===== src/rtl/cycle_sequencer.sv =====
// -----------------------------------------------------------------------------
// cycle_sequencer
//
// Multi-cycle instruction sequencer. It steps each instruction through
// FETCH -> FWAIT -> DECODE -> EXEC -> [MEM -> MWAIT] -> WB. It issues one-cycle
// memory requests and waits for the memory completion strobe. If memory does
// not respond within MEM_TIMEOUT wait cycles, it sets a sticky fault and halts.
//
// Parameters
//   HALT_OP     : opcode that, seen at write-back, stops sequencing in HALT
//   MEM_TIMEOUT : wait cycles (1..15) without MemReady before Fault is raised
//
// Ports
//   CLK        in   clock; all state changes on its rising edge
//   Reset      in   synchronous, active-high reset
//   OPCODE     in   [4:0] opcode field of the instruction register
//   MemRead    in   data-read request from the control unit
//   MemWrite   in   data-write request from the control unit
//   MemReady   in   memory completion strobe (looked at only in FWAIT/MWAIT)
//   MemStart   out  one-cycle memory access request (FETCH and MEM)
//   MemFetch   out  1 = instruction fetch access, 0 = data access
//   IRWrite    out  instruction register load enable (FWAIT and MemReady)
//   Commit     out  write-enable gate, high only in the WB cycle
//   Phase      out  [2:0] current state encoding
//   Fault      out  sticky memory-timeout flag
//   InstrCount out  [15:0] retired instruction count, saturating
// -----------------------------------------------------------------------------
module cycle_sequencer #(
    parameter logic [4:0]  HALT_OP     = 5'b11111,
    parameter int unsigned MEM_TIMEOUT = 15
) (
    input  logic        CLK,
    input  logic        Reset,
    input  logic [4:0]  OPCODE,
    input  logic        MemRead,
    input  logic        MemWrite,
    input  logic        MemReady,
    output logic        MemStart,
    output logic        MemFetch,
    output logic        IRWrite,
    output logic        Commit,
    output logic [2:0]  Phase,
    output logic        Fault,
    output logic [15:0] InstrCount
);

    typedef enum logic [2:0] {
        FETCH  = 3'd0,
        FWAIT  = 3'd1,
        DECODE = 3'd2,
        EXEC   = 3'd3,
        MEM    = 3'd4,
        MWAIT  = 3'd5,
        WB     = 3'd6,
        HALT   = 3'd7
    } seqState;

    // The wait counter value at the start of the last tolerated wait cycle.
    // If MemReady is still low when the counter holds this value, the
    // counter would reach MEM_TIMEOUT, so the access has timed out.
    localparam logic [3:0] TIMEOUT_LAST = 4'(MEM_TIMEOUT - 1);

    seqState     state;
    logic [3:0]  waitCnt;
    logic        faultReg;
    logic [15:0] instrCnt;

    // State machine, wait counter, sticky fault and retired-instruction counter
    always_ff @(posedge CLK) begin
        if (Reset) begin
            state    <= FETCH;
            waitCnt  <= 4'd0;
            faultReg <= 1'b0;
            instrCnt <= 16'd0;
        end else begin
            case (state)
                FETCH: begin
                    waitCnt <= 4'd0;
                    state   <= FWAIT;
                end
                FWAIT: begin
                    // MemReady wins over a timeout in the same cycle.
                    if (MemReady) begin
                        state <= DECODE;
                    end else begin
                        waitCnt <= waitCnt + 4'd1;
                        if (waitCnt == TIMEOUT_LAST) begin
                            faultReg <= 1'b1;
                            state    <= HALT;
                        end
                    end
                end
                DECODE: begin
                    state <= EXEC;
                end
                EXEC: begin
                    if (MemRead || MemWrite) begin
                        state <= MEM;
                    end else begin
                        state <= WB;
                    end
                end
                MEM: begin
                    waitCnt <= 4'd0;
                    state   <= MWAIT;
                end
                MWAIT: begin
                    if (MemReady) begin
                        state <= WB;
                    end else begin
                        waitCnt <= waitCnt + 4'd1;
                        if (waitCnt == TIMEOUT_LAST) begin
                            faultReg <= 1'b1;
                            state    <= HALT;
                        end
                    end
                end
                WB: begin
                    if (instrCnt != 16'hFFFF) begin
                        instrCnt <= instrCnt + 16'd1;
                    end
                    if (OPCODE == HALT_OP) begin
                        state <= HALT;
                    end else begin
                        state <= FETCH;
                    end
                end
                HALT: begin
                    state <= HALT;
                end
                default: begin
                    state <= HALT;
                end
            endcase
        end
    end

    // Moore output decode from the state register. While Reset is high,
    // the outputs show their reset values even before the first clock edge.
    // IRWrite is the only output that also follows MemReady.
    always_comb begin
        MemStart   = 1'b0;
        MemFetch   = 1'b0;
        IRWrite    = 1'b0;
        Commit     = 1'b0;
        Phase      = 3'd0;
        Fault      = 1'b0;
        InstrCount = 16'd0;
        if (Reset) begin
            MemFetch = 1'b1;
        end else begin
            Phase      = state;
            Fault      = faultReg;
            InstrCount = instrCnt;
            case (state)
                FETCH: begin
                    MemStart = 1'b1;
                    MemFetch = 1'b1;
                end
                FWAIT: begin
                    MemFetch = 1'b1;
                    IRWrite  = MemReady;
                end
                MEM: begin
                    MemStart = 1'b1;
                end
                WB: begin
                    Commit = 1'b1;
                end
                default: begin
                    MemStart = 1'b0;
                end
            endcase
        end
    end

endmodule


===== config.mk =====
export PLATFORM = sky130hd
export DESIGN_NAME = cycle_sequencer
export DESIGN_NICKNAME = d
export VERILOG_FILES = /design/src/rtl/cycle_sequencer.sv
export SDC_FILE = /design/constraint.sdc
export NUM_CORES = 1
export LEC_CHECK = 0
export BUFFER_PORTS_ARGS = -buffer_cell sky130_fd_sc_hd__clkbuf_2
export CAP_MARGIN = 20
export CORE_UTILIZATION = 50
export CTS_BUF_LIST = sky130_fd_sc_hd__clkbuf_8
export DETAILED_ROUTE_END_ITERATION = 8
export PLACE_DENSITY = 0.86
export SETUP_SLACK_MARGIN = 0.2
export SKIP_LAST_GASP = 1
export SLEW_MARGIN = 20
export SYNTH_ARGS = -nofsm -noshare
export SYNTH_HDL_FRONTEND = slang
export SYNTH_SLANG_ARGS = --single-unit

===== constraint.sdc =====
create_clock -name CLK -period 1.9 [get_ports CLK]
set_input_delay 0.57 -clock CLK [delete_from_list [all_inputs] [get_ports CLK]]
set_output_delay 0.57 -clock CLK [all_outputs]
set_load 0.1 [all_outputs]

==> metrics, run 1 <==
Synth Area per Inst 8.344 µm²; leading area contributor after synthesis dfxtp_1; H-Tree Depth 1; IO Port Bufs 33; Synth async-reset ratio 0%; Initial Utilization 52.49%; error msg [ERROR DPL-0038] Utilization greater than 100%, impossible to legalize; FP Rows 19; Synth area leaders dfxtp_1 33%, nor2b_1 7.0%, nor2_1 5.8%; simple-gate share of the synthesized area 35.83%; HPWL Detailed 3111 µm; top post-synthesis cells by count 24 x dfxtp_1, 22 x nor2_1, 16 x nor2b_1; synthesized net count 185; Vert. Die Dim 55.58 µm; RePlAce Congestion 0.8177; Root Driver clkbuf_8; total CTS buffers 3; multiplexer area fraction after synthesis 6.975%; worst ep type top-level output; maximum clock insertion buffer count 2; hold_buf cts 0; Die Wd 55.58 µm; Worst Endpoint after GRT Repair IRWrite; clock sink count 24; Post-synth EDFFs 0; Synth Area in Adders 2.616%; largest net degree at the start of global routing 15; Synth Area in Compound Gates 16.39%; post-synthesis sequential area ratio 33.48%; Post-synth top flop dfxtp_1; Synth Register Bits 24; cell with the most instances after synthesis dfxtp_1; Yosys warnings 0; status did not finish; Cell variety after synth 47; post-synthesis xor/xnor area fraction 0%; post-synthesis cell count 172; Fail Step global routing; Mapped Area 1435 µm²; IO Count 34; post-synth top area share 33.48%; main combinational cell family by area after synthesis simple AND/OR/NAND/NOR gates
[per-stage QoR]
stage                     hold slack (ns)  cells  utilization (%)  cell area (µm²)  setup WS, ns
after detailed placement           0.5190    236            80.64             2205     -0.005906
after floorplan                    0.4319    172                -             1653       -0.5025
after CTS                          0.5270    256            94.92             2595       0.02206
after global placement             0.4630    236            80.64             2205      0.005802
[kinds of logic after synthesis]
family | count (synthesis)
AO/OA/AOI/OAI | 34
adder cells (fa/ha/maj) | 3
buffers and inverters | 15
flip-flops | 24
multiplexers | 9
AND/OR/NAND/NOR | 87
[repair_timing]
item	4_1_cts
resized for setup	37
hold endpoints to repair	0
pin swaps	7
setup endpoints to repair	31
setup buffers	14
gates cloned	2
==> run 2: changes to the inputs <==
--- a/config.mk
+++ b/config.mk
@@ -7,11 +7,10 @@
 export LEC_CHECK = 0
 export BUFFER_PORTS_ARGS = -buffer_cell sky130_fd_sc_hd__clkbuf_2
 export CAP_MARGIN = 20
-export CORE_UTILIZATION = 50
-export CTS_BUF_LIST = sky130_fd_sc_hd__clkbuf_8
+export CORE_AREA = 2 2 63 65
 export DETAILED_ROUTE_END_ITERATION = 8
-export PLACE_DENSITY = 0.86
-export SETUP_SLACK_MARGIN = 0.2
+export DIE_AREA = 0 0 65 67
+export PLACE_DENSITY_LB_ADDON = 0.15
 export SKIP_LAST_GASP = 1
 export SLEW_MARGIN = 20
 export SYNTH_ARGS = -nofsm -noshare
==> constraint.sdc (replaced) <==
create_clock -name CLK -period 2.45 [get_ports CLK]
set_input_delay 0.735 -clock CLK [delete_from_list [all_inputs] [get_ports CLK]]
set_output_delay 0.735 -clock CLK [all_outputs]
set_load 0.1 [all_outputs]
==> run 2 against run 1 <==
The run now ends clean. Synthesized cell count unchanged. Area after synthesis did not move.
==> metrics, run 2 <==
Final Skew 0.003656 ns; HPWL Detailed 2628 µm (-16%); Synth Register Bits 24 (unchanged); HP Class flop to flop; initial antenna violation count 0; Cell variety after synth 47 (unchanged); top post-synthesis cells by count 24 x dfxtp_1, 22 x nor2_1, 16 x nor2b_1; area of the core 3606 µm²; worst r2r src instrCnt[0]; Vert. Die Dim 67 µm (+21%); total congestion overflow 0; worst-case hold path end point faultReg; post-layout min period 2.208 ns; clk slew on worst S/H paths 0.09 ns; Initial DRT Pass Iterations 5; CP cell instances clkbuf_2 -> nand2_1 -> nor4_4 -> buf_12; CP max stage delay 0.29 ns; slowest stage cell, crit path nor4_4; largest registers instrCnt x16, waitCnt x4, state x3; Final Hold Viols 0; hold path start faultReg; leading area contributor after synthesis dfxtp_1; Pleak 0.8101 nW; IO Port Bufs 33 (unchanged); Worst R2R End instrCnt[14]; fin crit share 90.12%; max reg flops 16; routed len/inst 13.66 µm; global-route wire length before repair 6120 µm; clk_lat worst skew 0.27 ns; Post-Place Worst Slack 0.2274 ns (+0.2333 ns); Synth async-reset ratio 0% (unchanged); total power 0.9121 mW; Synth area leaders dfxtp_1 33%, nor2b_1 7.0%, nor2_1 5.8%; Combinational Power Share 16.5%; clock tree from TritonCTS yes; relative slew slack 58.97%; design area 2210 µm²; post-synth top area share 33.48% (unchanged); Fmax achieved 0.4529 GHz; drt via density 5.498; r2r worst-path depth 5; Synth Area per Inst 8.344 µm² (unchanged); Worst Path Required 1.71 ns; commonest cells after routing, fill and taps aside 26 x buf_12, 23 x dfxtp_1, 16 x nor2_1; switching portion of total power 26.13%; Hold Path Depth 2; FF-to-FF setup slack 0.45 ns; largest reg by FF count instrCnt; Clk network pwr share 38.6%; Setup TNS Final 0 ns; cell with the most instances after synthesis dfxtp_1; Pint 0.6738 mW; Yosys warnings 0 (unchanged); unrepaired setup endpoints after global routing false; actual slew at the worst max-slew pin 0.6132 ns; post-synthesis cell count 172 (unchanged); Setup crit end kind primary output; P_sw 0.2383 mW; vias 1380; Worst Slack Setup Final 0.2421 ns; most common cell after layout, fill and taps aside buf_12; n_diodes 0; # DRC 0; Root Driver clkbuf_8; CP Launch Type input pin; max cap viols 0; Mapped Area 1435 µm² (unchanged); synthesized net count 185 (unchanged); Post-synth top flop dfxtp_1; total CTS buffers 3 (unchanged); Finish-stage setup viols 0; Initial Utilization 39.80% (-13 points); Die Wd 65 µm (+17%); IO Count 34 (unchanged); CP Class input pin to primary output; DP Area 2137 µm² (-3.1%); vias in the first global route 1323; Global Route Usage Sum 17.56%; Post-synth EDFFs 0 (unchanged); pwr/cell area 412.8 nW/µm²; maximum clock insertion buffer count 2 (unchanged); CP Max Fanout 6; Area Growth Syn to Fin 53.97%; final WL 3428 µm; Seq pwr share 44.9%; die area 4355 µm²; H-Tree Depth 1 (unchanged); Iter 0 DRT Violations 53; post-synthesis sequential area ratio 33.48% (unchanged); setup repair bufs after CTS 0 (-14); fin nets 217; fin. max-slew vios 0; largest net degree at the start of global routing 28; VDD IR max 0.3237 mV; Core Util, Final 61.28%; WP data arrival 1.47 ns; FP Rows 22 (+3); fraction of layout cells with a size suffix above 1 39.41%; Antenna Nets Post-Route 0; RePlAce Congestion 0.8510 (+4.1%); clock sink count 24 (unchanged); status complete, no violations
[run 2: cell counts after synthesis]
Identical to the previous run, type by type.
[run 2: cells by family after synthesis]
group	synth area share (%)
multiplexers	6.974
adder cells (fa/ha/maj)	2.616
flip-flops	33.48
AO/OA/AOI/OAI	16.39
AND/OR/NAND/NOR	35.83
buffers and inverters	4.708
[run 2: timing repair]
action	in CTS	in global routing
hold endpoints to repair	0	0
resized for setup	0	1
hold buffers	0	0
endpoints found under the setup margin	0	1
[run 2: power by group through the flow]
stage / Combinational (mW) / Sequential (mW) / Clock, mW
floorplan: 0.121 / 0.409 / 0
global placement: 0.149 / 0.417 / 0
detailed placement: 0.152 / 0.418 / 0
CTS: 0.152 / 0.409 / 0.355
global route: 0.160 / 0.411 / 0.367
finish: 0.150 / 0.410 / 0.352
[run 2: critical path, delay by kind of cell]
kind | cells | cell delay (ns)
buffers and inverters | 2 | 0.34
and+or+nand+nor | 2 | 0.40
[run 2: how the worst max path moves through the flow]
stage                  start  endpoint  slack, ns  cells after the start
floorplan              Reset   IRWrite      -0.28                      3
global placement    MemReady   IRWrite       0.24                      4
detailed placement  MemReady   IRWrite       0.23                      4
CTS                 state[0]   IRWrite       0.11                      3
global route        state[1]  MemFetch       0.17                      4
finish              MemReady   IRWrite       0.24                      4
[run 2: routing by layer]
layer / GRT usage (%) / vias to the layer above / part of all wire, %
met2: 32.47 / 20 / 52
met1: 21.33 / 665 / 44
met3: 3.041 / 3 / 3.2
met4: 3.191 / 0 / 0.29
li1: - / 692 / -
met5: 0 / - / 0
[run 2: metrics by stage]
| stage | hold WS (ns) | cells |
|---|---|---|
| 3_3_place_gp | 0.4573 | 247 |
| 6_report | 0.4812 | 251 |
| 4_1_cts | 0.4894 | 251 |
| 3_5_place_dp | 0.4626 | 247 |
| 2_1_floorplan | 0.4319 | 172 |
| 5_1_grt | 0.5219 | 251 |
[run 2: final cells by class]
type                            instances  area [µm²]
Inverter                                6       22.52
Tap cell                               48       60.06
Multi-Input combinational cell        133        1001
Fill cell                             296        1396
Clock buffer                            3       41.29
Clock inverter                          1       30.03
Timing Repair Buffer                   36       573.1
Sequential cell                        24       481.7
Power figures use the tool's default switching activity.
